**config.mk**
```make
export PLATFORM = sky130hd
export DESIGN_NAME = chan_scan_mux_flat
export DESIGN_NICKNAME = d
export VERILOG_FILES = /design/src/rtl/chan_scan_mux_pkg.sv /design/src/rtl/chan_scan_mux_if.sv /design/src/rtl/scan_counter.sv /design/src/rtl/chan_scan_mux.sv /design/src/flat_wrapper.sv
export SDC_FILE = /design/constraint.sdc
export NUM_CORES = 1
export LEC_CHECK = 0
export ABC_AREA = 1
export CAP_MARGIN = 20
export CORE_MARGIN = 8
export CORE_UTILIZATION = 26
export DETAILED_ROUTE_END_ITERATION = 7
export PLACE_DENSITY = 0.54
export SLEW_MARGIN = 15
export SYNTH_ARGS = -nofsm -noshare
export SYNTH_HDL_FRONTEND = slang
export SYNTH_SLANG_ARGS = --single-unit
```
**constraint.sdc**
```tcl
create_clock -name clk -period 3.15 [get_ports clk]
set_input_delay 0.63 -clock clk [delete_from_list [all_inputs] [get_ports clk]]
set_output_delay 0.63 -clock clk [all_outputs]
set_load 0.005 [all_outputs]
```
**src/rtl/chan_scan_mux_pkg.sv**
```systemverilog
// Shared definitions for the channel scan multiplexer and its scan counter.
package chan_scan_mux_pkg;

  // Select-source encoding: direct channel select or internal round-robin scan.
  typedef enum logic {
    MODE_MANUAL = 1'b0,
    MODE_AUTO   = 1'b1
  } mode_e;

  // Counter width able to hold 0..depth-1, but never narrower than one bit,
  // so a dwell of one cycle still gets a legal (constant-zero) register.
  function automatic int cnt_width(input int depth);
    return (depth <= 1) ? 1 : $clog2(depth);
  endfunction

endpackage

```
**src/rtl/chan_scan_mux_if.sv**
```systemverilog
// Channel data, select controls and registered results of the scan multiplexer.
interface chan_scan_mux_if
  import chan_scan_mux_pkg::*;
#(
  parameter  int W    = 4,
  parameter  int N    = 8,
  localparam int SELW = $clog2(N)
) ();

  logic [N*W-1:0]  data;     // channel k at data[k*W +: W]
  mode_e           mode;
  logic [SELW-1:0] sel_in;
  logic            hold;
  logic [W-1:0]    y;
  logic [SELW-1:0] sel_out;
  logic            wrap;
  logic            sel_err;

  // Producer side: owns the channel data and select controls.
  modport master (
    output data, mode, sel_in, hold,
    input  y, sel_out, wrap, sel_err
  );

  // Multiplexer side.
  modport slave (
    input  data, mode, sel_in, hold,
    output y, sel_out, wrap, sel_err
  );

endinterface

```
**src/rtl/scan_counter.sv**
```systemverilog
// Mod-N channel counter with a dwell prescaler, freeze input and wrap pulse.
// While not running it parks with the prescaler cleared, optionally loading a
// channel, so a later run starts with a full dwell on that channel.
module scan_counter
  import chan_scan_mux_pkg::*;
#(
  parameter  int N     = 8,
  parameter  int DWELL = 4,
  localparam int SELW  = $clog2(N)
) (
  input  logic            clk,
  input  logic            rst,
  input  logic            run,
  input  logic            hold,
  input  logic            load,
  input  logic [SELW-1:0] load_val,
  output logic [SELW-1:0] chan,
  output logic            wrap
);

  localparam int              CNTW       = cnt_width(DWELL);
  localparam logic [CNTW-1:0] DWELL_LAST = CNTW'(DWELL - 1);
  localparam logic [SELW-1:0] CHAN_LAST  = SELW'(N - 1);

  logic [CNTW-1:0] dwell_cnt;
  logic            dwell_done;
  logic            last_chan;

  assign dwell_done = (dwell_cnt == DWELL_LAST);
  assign last_chan  = (chan == CHAN_LAST);

  // Channel/prescaler update; wrap is raised on the edge that steps N-1 -> 0.
  always_ff @(posedge clk) begin
    // NOTE: state registers use non-blocking assignments so every register
    // samples pre-edge values, independent of statement order.
    if (rst) begin
      chan      <= '0;
      dwell_cnt <= '0;
      wrap      <= 1'b0;
    end else if (!run) begin
      dwell_cnt <= '0;
      wrap      <= 1'b0;
      if (load) chan <= load_val;
    end else if (hold) begin
      wrap <= 1'b0;
    end else if (dwell_done) begin
      dwell_cnt <= '0;
      chan      <= last_chan ? '0 : chan + SELW'(1);
      wrap      <= last_chan;
    end else begin
      dwell_cnt <= dwell_cnt + CNTW'(1);
      wrap      <= 1'b0;
    end
  end

endmodule

```
**src/rtl/chan_scan_mux.sv**
```systemverilog
// Registered N-to-1 channel selector: direct select (manual) or round-robin
// scan with a programmable dwell per channel (auto). W and N must match the
// parameters of the connected interface instance.
module chan_scan_mux
  import chan_scan_mux_pkg::*;
#(
  parameter  int W     = 4,
  parameter  int N     = 8,
  parameter  int DWELL = 4,
  localparam int SELW  = $clog2(N)
) (
  input logic           clk,
  input logic           rst,
  chan_scan_mux_if.slave bus
);

  logic [SELW-1:0] chan;
  logic            scan_wrap;
  logic            auto_mode;
  logic            sel_valid;
  logic [SELW-1:0] pick;
  logic [W-1:0]    picked;

  logic [W-1:0]    y_q;
  logic [SELW-1:0] sel_q;
  logic            err_q;

  assign auto_mode = (bus.mode == MODE_AUTO);
  // N need not be a power of two, so some sel_in codes name no channel.
  assign sel_valid = (32'(bus.sel_in) < 32'(N));

  // In manual mode the scanner follows valid selects, so switching to auto
  // continues the scan from the channel currently shown.
  scan_counter #(
    .N     (N),
    .DWELL (DWELL)
  ) u_scan (
    .clk      (clk),
    .rst      (rst),
    .run      (auto_mode),
    .hold     (bus.hold),
    .load     (sel_valid),
    .load_val (bus.sel_in),
    .chan     (chan),
    .wrap     (scan_wrap)
  );

  // Choose the channel index for this cycle and extract its data.
  always_comb begin
    // NOTE: every output of this block gets a default first, so no path can
    // leave it unassigned and infer a latch.
    pick   = chan;
    picked = '0;
    if (!auto_mode) pick = bus.sel_in;
    picked = bus.data[int'(pick) * W +: W];
  end

  // Output registers; an invalid manual select keeps the last valid channel.
  always_ff @(posedge clk) begin
    if (rst) begin
      y_q   <= '0;
      sel_q <= '0;
      err_q <= 1'b0;
    end else if (auto_mode) begin
      y_q   <= picked;
      sel_q <= chan;
      err_q <= 1'b0;
    end else if (sel_valid) begin
      y_q   <= picked;
      sel_q <= bus.sel_in;
      err_q <= 1'b0;
    end else begin
      err_q <= 1'b1;
    end
  end

  assign bus.y       = y_q;
  assign bus.sel_out = sel_q;
  assign bus.sel_err = err_q;
  assign bus.wrap    = scan_wrap;

endmodule

```
**src/flat_wrapper.sv**
```systemverilog
// flat-port wrapper written by rule: the top's interface ports become plain ports
module chan_scan_mux_flat import chan_scan_mux_pkg::*;
#(
  parameter  int W     = 4,
  parameter  int N     = 8,
  parameter  int DWELL = 4,
  localparam int SELW  = $clog2(N)
)
  (clk, rst, bus_data, bus_mode, bus_sel_in, bus_hold, bus_y, bus_sel_out, bus_wrap, bus_sel_err);
  chan_scan_mux_if #(.W(W), .N(N)) bus_i ();
  input logic clk;
  input logic rst;
  input wire logic [$bits(bus_i.data)-1:0] bus_data;
  input wire logic [$bits(bus_i.mode)-1:0] bus_mode;
  input wire logic [$bits(bus_i.sel_in)-1:0] bus_sel_in;
  input wire logic [$bits(bus_i.hold)-1:0] bus_hold;
  output wire logic [$bits(bus_i.y)-1:0] bus_y;
  output wire logic [$bits(bus_i.sel_out)-1:0] bus_sel_out;
  output wire logic [$bits(bus_i.wrap)-1:0] bus_wrap;
  output wire logic [$bits(bus_i.sel_err)-1:0] bus_sel_err;
  assign bus_i.data = bus_data;
  assign bus_i.mode = bus_mode;
  assign bus_i.sel_in = bus_sel_in;
  assign bus_i.hold = bus_hold;
  assign bus_y = bus_i.y;
  assign bus_sel_out = bus_i.sel_out;
  assign bus_wrap = bus_i.wrap;
  assign bus_sel_err = bus_i.sel_err;
  chan_scan_mux #(.W(W), .N(N), .DWELL(DWELL)) u_core (.clk(clk), .rst(rst), .bus(bus_i));
endmodule
```
# Word-level counts from Yosys, hierarchy flattened

Index checks and enable logic that the tools add are counted.
Widths: inputs -> output; s select.

Flip-flop bits (word level): 13
Bits of input ports: 39
Output and inout port bits: 9
Word-level logic and storage cells: 23

Add/subtract/negate cells: 2
Eq/ne operators: 4
Shifts and indexed selects: 1
Muxes and demuxes: 6
Bitwise logic cells: 2
Reductions and logical operators: 3

Operators by type and width:

| operator            | number |
|---|---|
| $shiftx 32x6->4     | 1 |
| $mux 3              | 5 |
| $reduce_or 4->1     | 1 |
| $add 3x1->3 const B | 1 |
| $eq 3x3->1 const B  | 1 |
| $add 2x1->2 const B | 1 |
| $eq 2x2->1 const B  | 1 |
| $mux 2              | 1 |
| $ne 2x1->1 const B  | 1 |
| $ne 2x2->1 const B  | 1 |
| $not 1->1           | 2 |
| $reduce_and 2->1    | 1 |
| $reduce_or 2->1     | 1 |

# Logic depth before layout (Yosys ltp)

Word-level depth: 5
Depth in mapped cells: 10
Depth with buffers taken out: 8

# Hierarchy

A second synthesis with hierarchy kept.

Cell total of the unflattened synthesis: 189
Area total of the unflattened synthesis: 1128.6 um2

Modules (own cells, without submodules):

| module        | instances | cells an instance | area an instance (um2) | sequential area each (um2) |
|---|---|---|---|---|
| chan_scan_mux | 1         | 134               | 748.2                  | 140.1 |
| scan_counter  | 1         | 55                | 380.4                  | 120.1 |

# Worst setup path after synthesis

No wires, ideal clock.

Kind: input port to flip-flop
Start: input bus_mode
End: register u_core.y_q[0], in the netlist u_core.bus.y[0]
Library setup time: 0.112 ns
Arrival: 1.299 ns
Data required time: 3.038 ns
Path slack: 1.739 ns
Cell stages on the path: 10
Buffers on the path: 2
Cells stage by stage: buf_6 > inv_6 > nand2_8 > nand2_4 > buf_6 > nand2_1 > nand3_1 > nand2_1 > nand2_1 > nand2_1

Longest elaborated chain between the ends: 2

RTL lines:

| item                   | line                | RTL |
|---|---|---|
| start: declaration     | flat_wrapper.sv:14  | `input wire logic [$bits(bus_i.mode)-1:0] bus_mode;` |
| $mux 3                 | chan_scan_mux.sv:54 | `if (!auto_mode) pick = bus.sel_in;` |
| $shiftx 32x6->4        | chan_scan_mux.sv:55 | `picked = bus.data[int'(pick) * W +: W];` |
| end signal: assignment | chan_scan_mux.sv:65 | `y_q <= picked;` |
| end signal: assignment | chan_scan_mux.sv:69 | `y_q <= picked;` |
| end: declaration       | chan_scan_mux.sv:24 | `logic [W-1:0] y_q;` |

No other way between the ends.
A chain may end at the register's enable or synchronous reset.

# Worst setup path after layout

Start: input bus_mode
End: register u_core.y_q[3], in the netlist u_core.bus.y[3]

Same word-level chain as after synthesis.

==> results_tabular.tex <==
\begin{tabular}{lr}
\hline
Metric & Value \\
\hline
\multicolumn{2}{l}{\textbf{Outcome}} \\
\quad Status & complete, no violations \\
\multicolumn{2}{l}{\textbf{Pwr}} \\
\quad Leakage & 0.0008147 uW \\
\quad Clock network fraction of design power & 30.5\% \\
\quad Sw Pwr & 135.9 uW \\
\quad Sequential share of power & 37.3\% \\
\quad Largest voltage drop on the vdd net & 0.1273 mV \\
\quad Combinational Power Share & 32.1\% \\
\quad Switching Share & 27.85\% \\
\quad Internal Dissipation & 352.0 uW \\
\quad Power consumption & 487.9 uW \\
\quad Total power divided by cell area & 319.6 mW/mm\^{}2 \\
\multicolumn{2}{l}{\textbf{Hold path}} \\
\quad Min-Delay Path Class & reg -> reg \\
\multicolumn{2}{l}{\textbf{Floorplanning}} \\
\quad Number of I/O pins & 48 \\
\quad Placement row count & 22 \\
\quad Initial cell density of the core & 27.31\% \\
\quad Overall die height & 78.47 um \\
\quad Die width & 78.47 um \\
\quad Area of the die & 0.006158 sq mm \\
\quad Area of the core & 0.003716 sq mm \\
\multicolumn{2}{l}{\textbf{Routing}} \\
\quad Count of nets left with antenna violations after detail routing & 0 \\
\quad Via Count & 1105 \\
\quad Number of remaining DRC errors & 0 \\
\quad Average vias per placed instance & 4.250 \\
\quad Total wire length after detailed routing & 2.813 mm \\
\quad Routed wirelength normalized by instance count & 10.82 um \\
\quad Initial detailed-routing violation count & 90 \\
\quad 1st-pass router iterations & 4 \\
\multicolumn{2}{l}{\textbf{STA}} \\
\quad Count of endpoints failing hold in the final timing report & 0 \\
\quad Setup repair after global routing missed its margin & no \\
\quad Setup Total Neg Slack & 0 ps \\
\quad Fin Hold WS & 458.9 ps \\
\quad Min cycle time layout & 1969 ps \\
\quad Final number of setup-violating endpoints & 0 \\
\quad Fmax & 0.5079 GHz \\
\quad Worst-case clock skew & 2.192 ps \\
\quad Max Transition Viols Final & 0 \\
\quad Part of the cycle the worst path needs & 62.51\% \\
\multicolumn{2}{l}{\textbf{Layout}} \\
\quad Multi-input logic area & 535.5 sq um \\
\quad Count of antenna diodes in the layout & 0 \\
\quad Layout area overhead & 50.43\% \\
\quad Number of nets at the end of the flow & 255 \\
\quad Sequential standard cell area & 260.3 sq um \\
\quad Utilization of the core after routing & 41.08\% \\
\quad Proportion of layout cells with a drive suffix above 1 & 4.717\% \\
\quad Design area & 0.001526 sq mm \\
\quad Number of filler instances in the final layout & 397 \\
\multicolumn{2}{l}{\textbf{Clocking}} \\
\quad Cell chosen for the clock root & sky130\_fd\_sc\_hd\_\_clkbuf\_8 \\
\quad Clock net sink count & 13 \\
\quad Source-to-sink clock delay at the later pin of the worst-skew pair & 240 ps \\
\quad Number of H-tree levels & 1 \\
\quad TritonCTS clock tree & built \\
\quad Number of CTS-inserted buffers & 3 \\
\quad Post-CTS Hold Fix Bufs & 0 \\
\quad Setup fix buffers added after clock tree synthesis & 0 \\
\quad Cts repair resizes & 0 \\
\quad CTS clock-pin slew for the worst setup and hold paths & 60 ps \\
\quad Number of buffers on the longest clock path & 2 \\
\multicolumn{2}{l}{\textbf{GRT}} \\
\quad Maximum number of pins on one net before global-route repair & 19 \\
\quad GRT Util Overall & 9.314\% \\
\quad Wire length of the first global-routing pass & 4.850 mm \\
\quad Global route overflow & 0 \\
\quad Initial antenna violation count & 0 \\
\quad Vias in the first global route & 1147 \\
\multicolumn{2}{l}{\textbf{Placement}} \\
\quad IO Port Bufs & 46 \\
\quad Placer's final routability congestion estimate & 0.8082 \\
\quad Area after DPL & 0.001481 sq mm \\
\quad Post-detail-place hpwl & 2.369 mm \\
\multicolumn{2}{l}{\textbf{Critical path}} \\
\quad CP max FO & 18 \\
\quad Critical-path cell with the highest stage delay & sky130\_fd\_sc\_hd\_\_clkdlybuf4s50\_1 \\
\quad Worst Path Class, Setup & in -> reg \\
\quad CP startpoint kind & input pin \\
\quad Gate family responsible for the most delay along the worst path & buffers and inverters \\
\quad Maximum single-stage delay on the critical path & 750 ps \\
\quad Critical path required time & 3280 ps \\
\quad Arrival time at the worst endpoint & 2100 ps \\
\quad Chain of cells forming the critical path & clkdlybuf4s50\_1, nand2\_4, nand2\_4, nand2\_1, nand3\_1, nand2\_1, nand2\_1, nand2\_1 \\
\quad Buffer and inverter count on the worst path & 1 \\
\quad Setup crit end kind & register \\
\quad Worst path most repeated cell & sky130\_fd\_sc\_hd\_\_nand2\_1 \\
\multicolumn{2}{l}{\textbf{Logic synthesis}} \\
\quad Mean Syn Cell Area & 6.040 sq um \\
\quad Distinct cell type count after synthesis & 23 \\
\quad Post-synthesis net count & 210 \\
\quad Multiplexer share of the synthesized area & 0\% \\
\quad Area fraction in and, or, nand and nor cells after synthesis & 43.77\% \\
\quad Yosys reg bits & 13 \\
\quad Number of instances in the synthesized netlist & 168 \\
\quad Adder-cell area share of the yosys netlist & 3.699\% \\
\quad Part of the Yosys area used for sequential elements & 25.65\% \\
\quad Share of the synthesized netlist area taken by xor and xnor gates & 0.8631\% \\
\quad Number of warnings issued by yosys & 0 \\
\quad Synth Area in Compound Gates & 4.069\% \\
\quad Total standard cell area after synthesis & 0.001015 sq mm \\
\quad Largest family of logic cells by synthesized area & simple AND/OR/NAND/NOR gates \\
\multicolumn{2}{l}{\textbf{Run}} \\
\quad \# Max-Cap Violations & 0 \\
\hline
\end{tabular}
==> path summary, 6_finish.rpt <==
kind	start	slack, ps	depth (start not counted)	to
max reg2reg	u_core.u_scan.chan[0]	1930	6	u_core.u_scan.chan[2]
min	u_core.u_scan.dwell_cnt[1]	460	2	u_core.u_scan.dwell_cnt[1]
max	bus_mode	1180	8	u_core.bus.y[3]
min reg2reg	u_core.u_scan.dwell_cnt[1]	460	2	u_core.u_scan.dwell_cnt[1]
==> routing by layer <==
| metal | global-route usage, % | part of all wire (%) | vias up |
|---|---|---|---|
| met5 | 0 | 0 | - |
| met4 | 3.333 | 0.96 | 0 |
| met3 | 2.733 | 7.5 | 2 |
| met2 | 15.82 | 46 | 33 |
| met1 | 10.80 | 46 | 475 |
| li1 | - | - | 595 |
==> layout make-up <==
type	instances	area share (%)
sequential	13	17.05
inverter	42	10.82
clock buffer	4	2.951
timing repair buffer	46	30.16
tap	48	3.934
multi-input combinational	107	35.08
==> worst min-delay path: stages (launching register included) <==
cell and delay, ps:
sky130_fd_sc_hd__dfxtp_1 310, sky130_fd_sc_hd__nand2_1 50, sky130_fd_sc_hd__a21oi_1 50
==> synth_stat cells <==
cell	count	area share [%]
sky130_fd_sc_hd__nor3_1	1	0.49
sky130_fd_sc_hd__nand2_8	1	2.0
sky130_fd_sc_hd__o21ai_1	1	0.49
sky130_fd_sc_hd__and2_1	1	0.62
sky130_fd_sc_hd__o22ai_1	1	0.62
sky130_fd_sc_hd__conb_1	1	0.37
sky130_fd_sc_hd__inv_1	40	15
sky130_fd_sc_hd__inv_4	1	0.62
sky130_fd_sc_hd__buf_2	1	0.49
sky130_fd_sc_hd__nor2_1	3	1.1
sky130_fd_sc_hd__nand3_1	38	19
sky130_fd_sc_hd__o211a_1	1	0.99
sky130_fd_sc_hd__ha_1	3	3.7
sky130_fd_sc_hd__buf_4	2	1.5
sky130_fd_sc_hd__o21ai_0	1	0.49
sky130_fd_sc_hd__nand2_2	2	1.2
sky130_fd_sc_hd__buf_6	3	3.3
sky130_fd_sc_hd__xor2_1	1	0.86
sky130_fd_sc_hd__dfxtp_1	13	26
sky130_fd_sc_hd__inv_6	1	0.86
sky130_fd_sc_hd__a21oi_1	3	1.5
sky130_fd_sc_hd__nand2_1	47	17
sky130_fd_sc_hd__nand2_4	2	2.2
==> flip-flops by register name, summed over array words and instances, names as in the netlist <==
signal,cells
u_core.bus.sel_out,3
u_core.u_scan.wrap,1
u_core.u_scan.chan,3
u_core.u_scan.dwell_cnt,2
u_core.bus.y,4
==> cells in the final DEF (no fill, tap or decap) <==
cell	synthesis	final
sky130_fd_sc_hd__inv_6	1	1
sky130_fd_sc_hd__xor2_1	1	1
sky130_fd_sc_hd__o21ai_1	1	1
sky130_fd_sc_hd__inv_1	40	40
sky130_fd_sc_hd__nand2_1	47	47
sky130_fd_sc_hd__nand2_4	2	2
sky130_fd_sc_hd__dfxtp_1	13	13
sky130_fd_sc_hd__ha_1	3	3
sky130_fd_sc_hd__nand2_2	2	2
sky130_fd_sc_hd__and2_1	1	1
sky130_fd_sc_hd__o22ai_1	1	1
sky130_fd_sc_hd__o211a_1	1	1
sky130_fd_sc_hd__nor2_1	3	3
sky130_fd_sc_hd__clkbuf_1	0	1
sky130_fd_sc_hd__nand3_1	38	38
sky130_fd_sc_hd__clkbuf_8	0	3
sky130_fd_sc_hd__a21oi_1	3	3
sky130_fd_sc_hd__nor3_1	1	1
sky130_fd_sc_hd__clkdlybuf4s50_1	0	46
sky130_fd_sc_hd__o21ai_0	1	1
sky130_fd_sc_hd__conb_1	1	1
sky130_fd_sc_hd__nand2_8	1	1
sky130_fd_sc_hd__inv_4	1	1
==> power by group through the flow <==
stage	Combinational, uW	Clock, uW	Sequential, uW
floorplan	83.4	0	186
global placement	159	0	186
CTS	159	152	182
global route	178	160	183
detailed placement	158	0	185
finish	157	149	182
==> kinds of logic (layout without fill, tap and decap cells) <==
logic type                 after synthesis  in the layout
AOI/OAI and AO/OA                        7              7
and+or+nand+nor                         95             95
DFF                                     13             13
buffers and inverters                   48             92
other                                    1              1
xor gates and xnor gates                 1              1
adders and majority gates                3              3
==> stage by stage <==
step                cells  worst slack, ps
floorplan             168             1739
detailed placement    256            939.1
global placement      256            977.7
global route          260             1059
CTS                   260             1194
finish                260             1181
Note: power is estimated with default switching activity, not from simulation.
